File: src/rtl/st_frame_pkg.sv
// Shared types for the stream-to-frame-memory writer.
// Holds the capture FSM state encoding, which is also visible on the debug state port.
package st_frame_pkg;

   typedef enum logic [1:0] {
      ST_IDLE     = 2'd0,
      ST_WAIT_SOP = 2'd1,
      ST_WRITE    = 2'd2,
      ST_DONE     = 2'd3
   } st_state_e;

endpackage

File: src/rtl/st_frame_writer_if.sv
// Avalon-ST pixel stream between a source and the frame writer sink.
// Handshake: a beat transfers on every clock edge where snk_valid_i and snk_ready_o are
// both high (readyLatency 0); the source holds data/sop/eop stable while valid waits on ready.
interface st_frame_writer_if #(
   parameter int WORD = 8
);
   logic [WORD-1:0] snk_data_i;
   logic            snk_valid_i;
   logic            snk_sop_i;
   logic            snk_eop_i;
   logic            snk_ready_o;

   modport master (
      output snk_data_i,
      output snk_valid_i,
      output snk_sop_i,
      output snk_eop_i,
      input  snk_ready_o
   );

   modport slave (
      input  snk_data_i,
      input  snk_valid_i,
      input  snk_sop_i,
      input  snk_eop_i,
      output snk_ready_o
   );
endinterface

File: src/rtl/st_frame_writer.sv
// Captures one armed frame from an Avalon-ST sink straight into the frame memory write port.
// Optional sop/eop framing checks and the sticky error flag are enabled by ST_PACKET_CHECK_EN.
module st_frame_writer
   import st_frame_pkg::*;
#(
   parameter  int WORD     = 8,
   parameter  int SIZE     = 256,
   localparam int ADR_SIZE = $clog2(SIZE)
) (
   input  logic                clk_i,
   input  logic                rst_n_i,
   input  logic                start_i,
   st_frame_writer_if.slave    snk,
   output logic                mem_wr_o,
   output logic                mem_clear_o,
   output logic [ADR_SIZE-1:0] mem_adr_o,
   output logic [WORD-1:0]     mem_data_o,
   output logic                busy_o,
   output logic                done_o,
   output logic [ADR_SIZE:0]   count_o,
   output logic                err_o,
   output st_state_e           dbg_state_o
);

   localparam logic [ADR_SIZE:0] COUNT_FULL = SIZE[ADR_SIZE:0];

   st_state_e         state_q;
   logic [ADR_SIZE:0] count_q;
   logic              err_q;

   logic              in_wait_sop;
   logic              in_write;
   logic              accept;
   logic              is_discard;
   logic              is_restart;
   logic              frame_end;
   logic              overflow;
   logic              err_set;
   logic [ADR_SIZE:0] wr_count;

   assign in_wait_sop = (state_q == ST_WAIT_SOP);
   assign in_write    = (state_q == ST_WRITE);
   assign accept      = snk.snk_valid_i & snk.snk_ready_o;

`ifdef ST_PACKET_CHECK_EN
   assign is_discard = in_wait_sop & ~snk.snk_sop_i;
   assign is_restart = in_write & snk.snk_sop_i;
   assign err_set    = accept & (is_discard | is_restart | (mem_wr_o & overflow));
`else
   // Without framing checks the first beat opens the frame and sop is plain data.
   assign is_discard = 1'b0;
   assign is_restart = 1'b0;
   assign err_set    = 1'b0;
`endif

   // Count after the current beat lands; a frame opening or restart always lands at address 0.
   assign wr_count  = (in_wait_sop | is_restart) ? {{ADR_SIZE{1'b0}}, 1'b1}
                                                 : count_q + 1'b1;
   assign overflow  = ~snk.snk_eop_i & (wr_count == COUNT_FULL);
   assign frame_end = snk.snk_eop_i | (wr_count == COUNT_FULL);

   assign snk.snk_ready_o = in_wait_sop | in_write;
   assign mem_wr_o        = accept & ~is_discard;
   assign mem_clear_o     = (state_q == ST_IDLE) & start_i;
   assign mem_adr_o       = (in_write & ~is_restart) ? count_q[ADR_SIZE-1:0] : '0;
   assign mem_data_o      = snk.snk_data_i;
   assign busy_o          = in_wait_sop | in_write;
   assign done_o          = (state_q == ST_DONE);
   assign count_o         = count_q;
   assign err_o           = err_q;
   assign dbg_state_o     = state_q;

   always_ff @(posedge clk_i or negedge rst_n_i) begin
      if (!rst_n_i) begin
         state_q <= ST_IDLE;
         count_q <= '0;
         err_q   <= 1'b0;
      end else begin
         case (state_q)
            ST_IDLE: begin
               if (start_i) begin
                  count_q <= '0;
                  err_q   <= 1'b0;
                  state_q <= ST_WAIT_SOP;
               end
            end
            ST_WAIT_SOP, ST_WRITE: begin
               if (err_set) begin
                  err_q <= 1'b1;
               end
               if (mem_wr_o) begin
                  count_q <= wr_count;
                  state_q <= frame_end ? ST_DONE : ST_WRITE;
               end
            end
            ST_DONE: begin
               state_q <= ST_IDLE;
            end
            default: begin
               state_q <= ST_IDLE;
            end
         endcase
      end
   end

endmodule

File: src/flat_wrapper.sv
// flat-port wrapper written by rule: the top's interface ports become plain ports
module st_frame_writer_flat import st_frame_pkg::*;
#(
   parameter  int WORD     = 8,
   parameter  int SIZE     = 256,
   localparam int ADR_SIZE = $clog2(SIZE)
)
  (clk_i, rst_n_i, start_i, mem_wr_o, mem_clear_o, mem_adr_o, mem_data_o, busy_o, done_o, count_o, err_o, dbg_state_o, snk_snk_data_i, snk_snk_valid_i, snk_snk_sop_i, snk_snk_eop_i, snk_snk_ready_o);
  st_frame_writer_if #(.WORD(WORD)) snk_i ();
  input  logic clk_i;
  input  logic rst_n_i;
  input  logic start_i;
  output logic mem_wr_o;
  output logic mem_clear_o;
  output logic [ADR_SIZE-1:0] mem_adr_o;
  output logic [WORD-1:0] mem_data_o;
  output logic busy_o;
  output logic done_o;
  output logic [ADR_SIZE:0] count_o;
  output logic err_o;
  output st_state_e dbg_state_o;
  input wire logic [$bits(snk_i.snk_data_i)-1:0] snk_snk_data_i;
  input wire logic [$bits(snk_i.snk_valid_i)-1:0] snk_snk_valid_i;
  input wire logic [$bits(snk_i.snk_sop_i)-1:0] snk_snk_sop_i;
  input wire logic [$bits(snk_i.snk_eop_i)-1:0] snk_snk_eop_i;
  output wire logic [$bits(snk_i.snk_ready_o)-1:0] snk_snk_ready_o;
  assign snk_i.snk_data_i = snk_snk_data_i;
  assign snk_i.snk_valid_i = snk_snk_valid_i;
  assign snk_i.snk_sop_i = snk_snk_sop_i;
  assign snk_i.snk_eop_i = snk_snk_eop_i;
  assign snk_snk_ready_o = snk_i.snk_ready_o;
  st_frame_writer #(.WORD(WORD), .SIZE(SIZE)) u_core (.clk_i(clk_i), .rst_n_i(rst_n_i), .start_i(start_i), .snk(snk_i), .mem_wr_o(mem_wr_o), .mem_clear_o(mem_clear_o), .mem_adr_o(mem_adr_o), .mem_data_o(mem_data_o), .busy_o(busy_o), .done_o(done_o), .count_o(count_o), .err_o(err_o), .dbg_state_o(dbg_state_o));
endmodule
File: config.mk
export PLATFORM = sky130hd
export DESIGN_NAME = st_frame_writer_flat
export DESIGN_NICKNAME = d
export VERILOG_FILES = /design/src/rtl/st_frame_pkg.sv /design/src/rtl/st_frame_writer_if.sv /design/src/rtl/st_frame_writer.sv /design/src/flat_wrapper.sv
export SDC_FILE = /design/constraint.sdc
export NUM_CORES = 1
export LEC_CHECK = 0
export CORE_MARGIN = 2
export CORE_UTILIZATION = 41
export CTS_BUF_LIST = sky130_fd_sc_hd__clkbuf_8
export CTS_CLUSTER_DIAMETER = 120
export CTS_CLUSTER_SIZE = 10
export DETAILED_ROUTE_END_ITERATION = 10
export PLACE_DENSITY = 0.81
export SYNTH_ARGS = -nofsm -noshare
export SYNTH_HDL_FRONTEND = slang
export SYNTH_SLANG_ARGS = --single-unit
File: constraint.sdc
create_clock -name clk_i -period 2.25 [get_ports clk_i]
set_input_delay 0.3375 -clock clk_i [delete_from_list [all_inputs] [get_ports clk_i]]
set_output_delay 0.3375 -clock clk_i [all_outputs]
set_load 0.02 [all_outputs]
# --- Yosys cells after proc, flatten, opt, wreduce, memory -nomap -nowiden ---
# Index checks and enable logic that the tools add are counted.
word_totals:
  register_bits: 11
  elab_cells: 27
op_classes:
  n_addsub: 1
  eq_ne: 6
  n_mux: 9
  bitwise_logic: 4
  n_reduce_logical: 5
op_table:
  columns: ["op", "n"]
  rows:
  - ["$mux 9", 3]
  - ["$pmux 9 s2", 1]
  - ["$add 9x1->9 const B", 1]
  - ["$eq 9x9->1 const B", 1]
  - ["$mux 8", 1]
  - ["$pmux 2 s3", 1]
  - ["$eq 2x2->1 const B", 2]
  - ["$mux 2", 2]
  - ["$ne 2x2->1 const B", 2]
  - ["$reduce_and 3->1", 1]
  - ["$and 1x1->1", 2]
  - ["$eq 2x1->1 const B", 1]
  - ["$logic_not 2->1", 1]
  - ["$or 1x1->1", 2]
  - ["$reduce_and 2->1", 1]
  - ["$reduce_bool 2->1", 1]
  - ["$reduce_or 2->1", 1]
  - ["$mux 1", 1]

# --- Depth between registers and ports, before layout ---
logic_depth:
  depth_word: 7
  mapped_depth: 7
  depth_no_buf: 7

# --- Worst setup path after synthesis ---
# OpenSTA, ideal clock, no wires.
synth_path:
  path_kind: "register to register"
  from: "register u_core.state_q[0] (netlist: u_core.dbg_state_o[0])"
  to: "register u_core.state_q[0] (netlist: u_core.dbg_state_o[0])"
  setup_ns: 0.066
  t_arrival_ns: 2.015
  t_required_ns: 2.184
  setup_slack_ns: 0.169
  stages_incl_launch_ff: 8
  n_path_buf: 0
  period_less_slack_ns: 2.081
  path_cell_list: "dfrtp_1 -> inv_1 -> ha_1 -> nand2_1 -> inv_1 -> o2111ai_1 -> nor4_1 -> a31o_1"
synth_between:
  word_cells_on_any_way: 16
  classes_between: "6 x eq/ne; 4 x mux; 3 x bitwise; 3 x reduce/logical"
synth_lines:
  columns: ["element", "line", "rtl"]
  rows:
  - ["start, declared", "st_frame_writer.sv:27", "st_state_e state_q;"]
  - ["start signal, assigned", "st_frame_writer.sv:93", "state_q <= frame_end ? ST_DONE : ST_WRITE;"]
  - ["$eq 2x1->1 or $eq 2x2->1 (tied branches)", "st_frame_writer.sv:41, st_frame_writer.sv:42", null]
  - ["$or 1x1->1 (*)", null, null]
  - ["net busy_o", "flat_wrapper.sv:17", "output logic busy_o;"]
  - ["$and 1x1->1 (*)", "st_frame_writer.sv:43", "assign accept = snk.snk_valid_i & snk.snk_ready_o;"]
  - ["net mem_wr_o", "flat_wrapper.sv:13", "output logic mem_wr_o;"]
  - ["$ne 2x2->1 (no line) (*)", null, null]
  - ["$reduce_and 2->1 (no line) (*)", null, null]
# Mark *: on every way through the listed nets, which the timed path passes. The rest lies on a longest branch. The select of a mux whose other input is x is not followed.
# A chain may end at the register's enable or synchronous reset.

# --- Worst setup path after layout ---
layout_path:
  from: "register u_core.state_q[0] (netlist: u_core.dbg_state_o[0])"
  to: "output busy_o"
layout_between:
  elab_chain_cells: 2
  word_cells_on_any_way: 3
  classes_between: "2 x eq/ne; 1 x bitwise"
layout_lines:
  columns: ["element", "line", "rtl"]
  rows:
  - ["$eq 2x1->1 or $eq 2x2->1 (tied branches)", "st_frame_writer.sv:41, st_frame_writer.sv:42", null]
  - ["$or 1x1->1 (*)", "st_frame_writer.sv:67", "assign busy_o = in_wait_sop | in_write;"]
  - ["end, declared", "flat_wrapper.sv:17", null]
# Every way passes the cells marked *; elsewhere a longest branch is shown, timed or not.

==> flow_metrics.py <==
metrics = {
    "outcome": {
        "status": "completed",
    },
    "yosys": {
        "synth_nets": 129,
        "synth_seq_cells": 11,
        "synth_area_um2": 957,
        "ys_warn_count": 0,
        "synth_top_area_share_pct": 28.8,
        "synth_edf_count": 0,
        "synthTopCellsByArea": "dfrtp_1 29%, buf_4 8.6%, ha_1 6.5%, and2_1 5.2%, a21oi_1 4.2%",
        "yosysTopAreaCell": "dfrtp_1",
        "seq_area_frac_synth_pct": 28.8,
        "postSynthAreaPerCell_um2": 8.70,
        "synth_cells": 110,
        "synth_cell_types": 41,
        "synthArstFlopShare_pct": 100,
        "synth_flop_cell": "dfrtp_1",
    },
    "pwr": {
        "internal_power_w": 0.000762,
        "ir_drop_v": 0.000875,
        "leakage_nw": 0.511,
        "power_frac_seq_pct": 22.2,
        "powerDensity_nw_per_um2": 1130,
        "power_frac_clock_pct": 14.1,
        "p_total_w": 0.00139,
        "swShare_pct": 45.3,
        "pwr-share-comb_pct": 63.6,
        "switchingPower_w": 0.000632,
    },
    "worst_setup_path": {
        "path_max_fanout": 6,
        "slowest_delay_ns": 0.61,
        "startpoint_type": "flip-flop",
        "arrival_ns": 1.81,
        "path_cells": "inv_1 > ha_1 > buf_4 > clkdlybuf4s50_1",
        "cp.required_ns": 1.91,
        "reg2reg_from": "u_core.count_o[0]",
        "cp.depth": 4,
        "regToRegSetupSlack_ns": 0.38,
        "r2r_end": "u_core.dbg_state_o[0]",
        "end_kind": "output port",
        "crit_family": "buffers and inverters",
        "worstPathBufferInverterCount": 3,
        "critPathSlowestCell": "clkdlybuf4s50_1",
        "reg2reg_depth": 5,
        "worst-setup-path-type": "flip-flop to output port",
    },
    "final_layout": {
        "nets": 150,
        "final_cell_mix": "27 x clkdlybuf4s50_1, 11 x dfrtp_1, 8 x inv_1, 8 x and2_1, 8 x a21oi_1",
        "area_growth_pct": 28.5,
        "final_area_um2": 1230,
        "drive_above_1_share_pct": 9.23,
        "diodes": 0,
        "layout.cells.most_common": "clkdlybuf4s50_1",
    },
    "route": {
        "drt_iter0_drc": 22,
        "remaining_drc_errors": 0,
        "drt_wl_total_mm": 2.11,
        "viasPerCell": 5.46,
        "ant_nets": 0,
        "vias": 862,
        "wl_per_cell_um": 13.3,
        "dr.pass1.iters": 5,
    },
    "grt": {
        "grt.overflow.total": 0,
        "grt_pass1_wl_mm": 3.35,
        "grt_max_degree": 14,
        "antenna_found_initial": 0,
        "grt_pass1_vias": 772,
        "grt_use_total_pct": 16.6,
    },
    "sta": {
        "setup-tns-final_ns": 0,
        "rsz0062_at_grt": "no",
        "setup_viol": 0,
        "final-hold-violation-count": 0,
        "period_needed_ns": 2.14,
        "timing.final.crit_share_pct": 95.2,
        "finalClockSkew_ns": 0.00289,
        "slew_headroom_pct": 64.8,
        "maxSlewViolCount": 0,
        "worst_slew_pin_slew_ns": 0.527,
        "fmax_mhz": 467,
    },
    "cts": {
        "numCtsBuffers": 3,
        "clkSlewWorstSetupHoldPaths_ns": 0.05,
        "cts-root-buf": "clkbuf_8",
        "clockBufferDepth": 2,
        "postCtsSetupBuffers": 0,
        "cts_max_level": 1,
        "clk_latency_ns": 0.24,
        "clkSinkCount": 11,
        "cts_tree": "done",
        "ctsHoldBuffers": 0,
    },
    "placement": {
        "port_buffers": 28,
        "place_hpwl_mm": 1.56,
        "place_congestion": 0.877,
        "placed_area_um2": 1180,
    },
    "job": {
        "maxCapViolCount": 0,
    },
    "die": {
        "io_pins": 47,
        "core-area_um2": 2210,
        "start_util_pct": 43.3,
        "die_x_um": 52.3,
        "row_count": 17,
        "dieArea_um2": 2740,
        "die_h_um": 52.3,
    },
    "hold_path": {
        "worstHoldPathType": "primary input to asynchronous set/reset pin",
    },
}
## per-stage QoR
stage	std cells	setup slack [ns]	hold WS (ns)	utilization (%)
after floorplan	110	0.169	0.0419	-
after global placement	154	0.175	0.555	53.5
after detailed placement	154	0.153	0.562	53.5
after CTS	158	0.0430	0.460	55.5
after global routing	158	0.0412	0.490	55.6
final	158	0.107	0.441	55.6
## synthesized netlist by cell type, types with 2 or more instances
cell type and instances:
xnor2_1 3, inv_1 7, o21ai_0 5, or3_1 3, nor4_1 2, mux2i_1 2, nand2_1 4, dfrtp_1 11
and3_1 2, nand2b_1 3, buf_4 11, ha_1 5, nand3_1 6, a21oi_1 8, a31oi_1 2, buf_2 2
and2_1 8, a22o_1 2, nor2b_1 2
## area by class of cell
type | instances | area, um2
fillers | 206 | 982
multi-input cells | 78 | 554
repair buffers | 30 | 294
flip-flops and latches | 11 | 275
clock buffers | 3 | 41.3
well taps | 28 | 35.0
inverters | 7 | 26.3
clock inverters | 1 | 3.75
## metal layers
layer / GRT usage (%) / wire length [um] / up-vias
met5: 0 / 0 / -
met4: 6.84 / 17 / 0
met3: 4.29 / 178 / 3
met2: 27.3 / 985 / 34
met1: 20.4 / 927 / 406
li1: - / - / 419
## worst register-to-register path, cell delays in order, from the launching register on
cell	delay [ns]
dfrtp_1	0.45
ha_1	0.41
and4_1	0.32
a21oi_1	0.09
nor4_1	0.35
a31o_1	0.19
## power by group through the flow
stage               Combinational [W]  Sequential, W  Clock (W)
floorplan                    0.000576       0.000335          0
global placement             0.000876       0.000308          0
detailed placement           0.000895       0.000312          0
CTS                          0.000892       0.000309   0.000202
global route                 0.000972       0.000319   0.000215
finish                       0.000887       0.000310   0.000197
## kinds of logic (layout without fill, tap and decap cells)
logic type	count (synthesis)	in the layout	share of synthesized area, %
xor+xnor	4	4	3.66
buf+inv	21	41	13.6
other cells	1	1	0.392
simple gates	40	40	27.1
fa+ha+maj	5	5	6.54
mux	2	2	2.09
compound gates	26	26	17.9
flops	11	11	28.8
## state kept, by name, summed over array words and instances, names as in the netlist
signal / flops
u_core.count_o: 9
u_core.dbg_state_o: 2
## worst max path at each step
stage	startpoint	endpoint	slack, ns
global route	u_core.dbg_state_o[0]	mem_adr_o[3]	0.04
floorplan	u_core.dbg_state_o[0]	u_core.dbg_state_o[0]	0.17
CTS	u_core.dbg_state_o[0]	mem_adr_o[2]	0.04
global placement	snk_snk_valid_i	mem_wr_o	0.18
finish	u_core.dbg_state_o[0]	busy_o	0.11
detailed placement	snk_snk_valid_i	mem_wr_o	0.15
## what timing repair did
action | CTS | global route
gates resized for setup | 1 | 1
endpoints found under the setup margin | 1 | 7
cloned | 0 | 0
(Power assumes the default switching activity.)
